## src/rtl/mips_trace_buffer.sv

```systemverilog
// Circular trace buffer for a MIPS core: captures PC/instruction/store samples
// around a PC or store-address trigger, then plays them back oldest-first.
module mips_trace_buffer #(
    parameter int DEPTH = 16,
    parameter int POST  = 8
) (
    input  logic                     clk,
    input  logic                     rst,
    input  logic                     arm,
    input  logic                     trig_pc_en,
    input  logic [31:0]              trig_pc,
    input  logic                     trig_addr_en,
    input  logic [31:0]              trig_addr,
    input  logic                     tr_valid,
    input  logic [31:0]              pc,
    input  logic [31:0]              instr,
    input  logic                     mem_we,
    input  logic [31:0]              mem_addr,
    input  logic [31:0]              mem_wd,
    output logic                     armed,
    output logic                     triggered,
    output logic                     done,
    output logic [$clog2(DEPTH):0]   fill,
    output logic                     rd_valid,
    input  logic                     rd_ready,
    output logic [31:0]              rd_pc,
    output logic [31:0]              rd_instr,
    output logic                     rd_mem_we,
    output logic [31:0]              rd_mem_addr,
    output logic [31:0]              rd_mem_wd,
    output logic                     rd_last
);

    localparam int AW = $clog2(DEPTH);
    localparam int FW = AW + 1;

    typedef enum logic [1:0] {S_IDLE, S_ARMED, S_POST, S_DONE} state_t;

    state_t          state, state_nxt;
    logic [AW-1:0]   wr_ptr, rd_ptr;
    logic [AW-1:0]   post_cnt;
    logic [FW-1:0]   fill_inc;
    logic [FW-1:0]   rd_start;
    logic            capture, hit, pop, post_last, enter_done;

    logic [31:0]     mem_pc    [DEPTH];
    logic [31:0]     mem_instr [DEPTH];
    logic            mem_wen   [DEPTH];
    logic [31:0]     mem_waddr [DEPTH];
    logic [31:0]     mem_wdata [DEPTH];

    always_comb begin
        capture    = tr_valid && (state == S_ARMED || state == S_POST);
        hit        = tr_valid && ((trig_pc_en && pc == trig_pc) ||
                                  (trig_addr_en && mem_we && mem_addr == trig_addr));
        pop        = rd_valid && rd_ready;
        post_last  = (post_cnt == AW'(POST - 1));
        enter_done = capture && (state == S_POST) && post_last;
        fill_inc   = (fill == FW'(DEPTH)) ? fill : fill + 1'b1;
        // Oldest entry sits fill_inc slots behind the slot after the one being written.
        rd_start   = {1'b0, wr_ptr} + 1'b1 - fill_inc;

        state_nxt = state;
        case (state)
            S_IDLE:  state_nxt = S_IDLE;
            S_ARMED: if (capture && hit) state_nxt = S_POST;
            S_POST:  if (enter_done) state_nxt = S_DONE;
            S_DONE:  if (pop && fill == FW'(1)) state_nxt = S_IDLE;
            default: state_nxt = S_IDLE;
        endcase
        if (arm) state_nxt = S_ARMED;
    end

    always_ff @(posedge clk) begin
        if (rst) state <= S_IDLE;
        else     state <= state_nxt;
    end

    always_ff @(posedge clk) begin
        if (rst || arm) begin
            wr_ptr   <= '0;
            rd_ptr   <= '0;
            fill     <= '0;
            post_cnt <= '0;
        end else begin
            if (capture) begin
                wr_ptr <= wr_ptr + 1'b1;
                fill   <= fill_inc;
                if (state == S_POST) post_cnt <= post_cnt + 1'b1;
            end
            if (enter_done) rd_ptr <= rd_start[AW-1:0];
            if (pop) begin
                rd_ptr <= rd_ptr + 1'b1;
                fill   <= fill - 1'b1;
            end
        end
    end

    // Storage carries no reset; an arm cycle drops its in-flight sample.
    always_ff @(posedge clk) begin
        if (capture && !arm) begin
            mem_pc[wr_ptr]    <= pc;
            mem_instr[wr_ptr] <= instr;
            mem_wen[wr_ptr]   <= mem_we;
            mem_waddr[wr_ptr] <= mem_addr;
            mem_wdata[wr_ptr] <= mem_wd;
        end
    end

    assign armed       = (state == S_ARMED) || (state == S_POST);
    assign triggered   = (state == S_POST) || (state == S_DONE);
    assign done        = (state == S_DONE);
    assign rd_valid    = (state == S_DONE) && (fill != '0);
    assign rd_last     = rd_valid && (fill == FW'(1));
    assign rd_pc       = mem_pc[rd_ptr];
    assign rd_instr    = mem_instr[rd_ptr];
    assign rd_mem_we   = mem_wen[rd_ptr];
    assign rd_mem_addr = mem_waddr[rd_ptr];
    assign rd_mem_wd   = mem_wdata[rd_ptr];

endmodule

```

## config.mk

```make
export PLATFORM = sky130hd
export DESIGN_NAME = mips_trace_buffer
export DESIGN_NICKNAME = d
export VERILOG_FILES = /design/src/rtl/mips_trace_buffer.sv
export SDC_FILE = /design/constraint.sdc
export NUM_CORES = 2
export LEC_CHECK = 0
export CAP_MARGIN = 10
export CORE_ASPECT_RATIO = 0.8
export CORE_UTILIZATION = 45
export DETAILED_ROUTE_END_ITERATION = 10
export MAX_ROUTING_LAYER = met4
export PLACE_DENSITY_LB_ADDON = 0.08
export SLEW_MARGIN = 5
export SYNTH_ARGS = -nofsm -noshare
export SYNTH_HDL_FRONTEND = slang
export SYNTH_SLANG_ARGS = --single-unit
```

## constraint.sdc

```tcl
create_clock -name clk -period 11.1 [get_ports clk]
set_clock_uncertainty 0.15 [all_clocks]
set_input_delay 1.11 -clock clk [delete_from_list [all_inputs] [get_ports clk]]
set_output_delay 1.11 -clock clk [all_outputs]
set_load 0.05 [all_outputs]
```

### Word level (Yosys, flattened, before mapping)

Memories as Yosys holds them, arrays and structs flattened. A register that Yosys moved wholly into a read port is not among the register bits.
Index checks and enable logic that the tools add are counted.

| word-level totals | value |
|---|---|
| register bits | 19 |
| memory bits (writable) | 2064 |
| word-level logic and storage cells | 80 |
| memories kept | 5 |

Memories:

| name | words | width | read ports | clocked after memory_dff | write ports | line | RTL |
|---|---|---|---|---|---|---|---|
| mem_instr | 16 | 32 | 1 | 1 | 1 | 47 | `logic [31:0] mem_instr [DEPTH];` |
| mem_pc | 16 | 32 | 1 | 1 | 1 | 46 | `logic [31:0] mem_pc [DEPTH];` |
| mem_waddr | 16 | 32 | 1 | 1 | 1 | 49 | `logic [31:0] mem_waddr [DEPTH];` |
| mem_wdata | 16 | 32 | 1 | 1 | 1 | 50 | `logic [31:0] mem_wdata [DEPTH];` |
| mem_wen | 16 | 1 | 1 | 1 | 1 | 48 | `logic mem_wen [DEPTH];` |

| cells by class | value |
|---|---|
| add/sub/neg operators | 7 |
| eq/ne operators | 14 |
| multiplexer cells | 22 |
| reduce and logical (&&, ||, !) cells | 26 |

Operators with widths:

| cell | count |
|---|---|
| $eq 32x32->1 | 2 |
| $mux 4 | 12 |
| $add 4x1->4 const B | 4 |
| $mux 5 | 3 |
| $logic_and 1x1->1 | 13 |
| $pmux 2 s4 | 1 |
| $mux 2 | 3 |
| $ne 3x2->1 const B | 2 |
| $reduce_and 3->1 | 2 |
| $add 5x1->5 const B | 1 |
| $eq 5x1->1 const B | 1 |
| $eq 5x5->1 const B | 1 |
| $reduce_bool 5->1 | 1 |
| $sub 5x1->5 const B | 1 |
| $eq 2x2->1 const B | 2 |
| $eq 4x3->1 const B | 1 |
| $logic_or 1x1->1 | 4 |
| $ne 2x1->1 const B | 2 |
| $reduce_bool 2->1 | 2 |
| $sub 4x4->4 | 1 |
| $mux 1 | 3 |
| $ne 3x3->1 const B | 1 |
| $eq 2x1->1 const B | 1 |
| $logic_not 2->1 | 1 |
| other kinds (4) | 4 |

### Depth between registers and ports, before layout

| depth | value |
|---|---|
| depth in word-level cells | 9 |
| depth in mapped cells | 12 |

### Least setup slack after synthesis

OpenSTA, ideal clock, no wires.

| timing | value |
|---|---|
| path type | register to register |
| from | reg state[0] |
| to | mem mem_instr[3][0] (enable) |
| library setup time | 775 ps |
| data arrival time | 10263 ps |
| required time | 10175 ps |
| slack | -88 ps |
| cell stages (with the launch flop) | 8 |
| period minus slack after synthesis | 11188 ps |
| cells stage by stage | dfxtp_1 > inv_1 > ha_1 > inv_1 > nand2_1 > nor2_1 > nand2_1 > nor3_1 |

| on the way | value |
|---|---|
| longest elaborated chain between the ends | 6 |
| elaborated cells between the ends (all ways) | 7 |
| classes of those cells | eq/ne (2); mux (2); reduce/logical (3) |

RTL lines:

| what | line | RTL |
|---|---|---|
| from (decl) | 39 | `state_t state, state_nxt;` |
| from (signal assigned) | 76 | `else state <= state_nxt;` |
| $eq 2x1->1 / $eq 2x2->1 (equally long branches) | n/a |  |
| $logic_or 1x1->1 * | n/a |  |
| named net armed | 20 | `output logic armed,` |
| $logic_and 1x1->1 * | 53 | `capture = tr_valid && (state == S_ARMED \|\| state == S_POST);` |
| $logic_and 1x1->1 * | 101 | `if (capture && !arm) begin` |
| $mux 1 * | 101 |  |
| $mux 1 (implied by the code) * | 103 | `mem_instr[wr_ptr] <= instr;` |
| to (decl) | 47 |  |

Mark *: on every way through the listed nets, which the timed path passes. The rest lies on a longest branch.

==> summary.txt <==
CTS
  – Clk buf depth: 3
  – Resized Gates After CTS: 0
  – CTS tree: built
  – Clk sinks: 2087
  – Post-CTS Setup Bufs: 0
  – Root buffer cell: clkbuf_16
  – Post-cts hold buffer count: 0
  – Clock Latency Late Sink: 810 ps
  – Clk pin slew, worst setup/hold paths: 60 ps
  – H-tree levels: 4
  – CTS Buf Count: 202

Logic synthesis
  – Synth async-reset ratio: 0%
  – Post-Synthesis Cells: 3196
  – Yosys synthesis warning count: 0
  – Post-synth EDFFs: 2064
  – Mapped Nets: 3414
  – Post-synthesis compound-gate area fraction: 0.544%
  – Seq/Total Area, Yosys: 78.5%
  – Synth Area in XOR/XNOR: 0.826%
  – Top_reg_cell synth: edfxtp_1
  – Post-synthesis sequential element count: 2087
  – Synth Area in Simple Gates: 0.848%
  – Multiplexer share of the synthesized area: 18.0%
  – Synth Area in Adders: 0.293%
  – Post-Syn Area per Cell: 24.9 um^2
  – Synthesized cell area: 79500 um^2
  – Largest family of logic cells by synthesized area: multiplexers
  – Post-synthesis cell type count: 49

Floorplan
  – Die area: 178000 um^2
  – Initial core utilization: 45.5%
  – Cell Rows: 137
  – Core area: 175000 um^2
  – Chip width: 472 um
  – Ports: 339
  – Die H: 378 um

Route
  – Vias per cell: 5.90
  – Starting DRT DRC Count: 3636
  – Drt wl/cell: 31.9 um
  – Antenna-violating nets left: 0
  – Drt total wl: 195 mm
  – Drt pass-1 iters: 6
  – Total number of vias: 36100
  – # DRC: 0

GRT
  – Vias in the first global route: 38200
  – GRT Max-Usage Layer: met2
  – GR Util All Layers: 22.9%
  – Largest net degree at the start of global routing: 141
  – Gr ovfl total: 0
  – GR Util met3: 4.08%
  – Global routing usage on met2: 37.1%
  – First-pass GRT wire length: 277 mm
  – Initial antenna violation count: 23
  – M1 GR Usage: 30.3%

Critical path
  – Worst Path Max Fanout: 80
  – Reg2reg start: state[0]
  – Crit Path Class: reg2out
  – Req. time, crit path: 9840 ps
  – CP endpoint kind: primary output
  – Worst EP arrival: 5290 ps
  – Critical Path Start Type: flip-flop

Layout
  – Commonest non-fill, non-tap cell in the layout: edfxtp_1
  – Fin util: 52.7%
  – Nets: 3860
  – Total of fill cells in the finished design: 13200
  – Fraction of layout cells with a size suffix above 1: 25.9%
  – Synth-to-Final Area Change: 16.0%
  – Most frequent cells in the layout: edfxtp_1, mux4_2, clkdlybuf4s50_1, clkbuf_16, clkinv_1

STA
  – RSZ-0062 raised after global routing: no
  – Fmax: 153 MHz
  – Fin Setup TNS: 0 ps
  – Final setup vio count: 0
  – Tcrit/Tclk final: 59.0%
  – Slack of the critical path: 4550 ps
  – Rel. slew slack: 14.2%
  – Measured slew at the worst slew-check pin: 1280 ps
  – Final hold violations: 0
  – Max-slew violations: 0
  – Final worst path period need: 6550 ps

Power and ir drop
  – P_leak: 27.4 nW
  – Total power: 15.6 mW
  – Power density over the cells: 169 nW/um^2
  – Peak VDD IR: 133 uV

Min path
  – Worst hold path type: reg2reg
  – Hold path start: rd_ptr[3]

Outcome
  – Status: completed

Place
  – DP Wirelength: 100 mm
  – I/O Buffers: 338
  – Setup Slack @ Placement: 5260 ps
  – Routability cong.: 0.742

Flow run
  – Maxcap violations: 0
==> state kept, by name, indices dropped and copies added (netlist names), named ones only <==
signal / flops
mem_wdata: 512
rd_ptr: 4
post_cnt: 4
mem_instr: 512
state: 2
mem_pc: 512
mem_waddr: 512
wr_ptr: 4
fill: 5
mem_wen: 16
==> layout make-up <==
class	instances	area (um^2)	area share (%)
Inverter	16	60.1	0.0651
Timing Repair Buffer	402	4100	4.45
Antenna cell	16	40.0	0.0434
Tap cell	2293	2870	3.11
Multi-Input combinational cell	933	16500	17.8
Sequential cell	2087	62500	67.7
Clock inverter	119	871	0.944
Clock buffer	248	5380	5.83
==> synthesized netlist by cell type, types with 2 or more instances <==
master	count	area, um^2
a211oi_1	19	143
a21oi_1	27	135
a311oi_1	2	17.5
a31oi_1	2	12.5
a32oi_1	3	26.3
and3_1	4	25.0
buf_1	22	82.6
buf_2	43	215
buf_4	3	22.5
buf_6	4	45.0
clkbuf_1	88	330
dfxtp_1	23	460
edfxtp_1	2064	62000
ha_1	17	213
inv_1	16	60.1
mux2i_1	21	210
mux4_2	626	14100
nand2_1	17	63.8
nand2b_1	3	18.8
nand3_1	9	45.0
nand4_1	16	100
nor2_1	33	124
nor2b_1	20	125
nor3_1	5	25.0
nor4_1	6	37.5
o21ai_0	6	30.0
or2_2	2	12.5
xnor2_1	62	543
xor2_1	13	114
==> worst max-delay path, cell delays in order, from the launching register on <==
cell             delay [ps]
dfxtp_4                 930
buf_12                  590
buf_4                   870
mux4_2                  600
mux4_2                  540
clkdlybuf4s50_1         740
==> logic make-up after synthesis <==
kind of cell / after synthesis
AO/OA/AOI/OAI: 67
XOR/XNOR: 75
adder cells (fa/ha/maj): 18
buffers and inverters: 176
flip-flops: 2087
multiplexers: 648
AND/OR/NAND/NOR: 125
==> per-stage QoR <==
step	hold WS [ps]	cell area, um^2	cells
after global placement	314	85900	5730
final	335	92200	6114
after global routing	392	92200	6109
after CTS	336	92200	6097
after floorplan	296	79500	3196
after detailed placement	321	85900	5730
==> path summary, 6_finish.rpt <==
path | to | cells past startpoint | slack, ps
max | rd_pc[21] | 5 | 4550
min | flip-flop | 2 | 330
max reg2reg | mem_waddr[14][19] | 9 | 6490
min reg2reg | flip-flop | 2 | 330
==> power by group <==
group	total (mW)	internal [mW]	switching, mW
logic	0.381	0.133	0.248
registers	8.68	8.68	0.00497
clock network	6.54	3.69	2.84
==> routing by layer <==
| layer | share of wire [%] | up-vias |
|---|---|---|
| met5 | 0 | - |
| met4 | 2.0 | 0 |
| met3 | 5.4 | 295 |
| met2 | 50 | 1136 |
| met1 | 42 | 19800 |
| li1 | - | 14800 |
(Power assumes the default switching activity.)
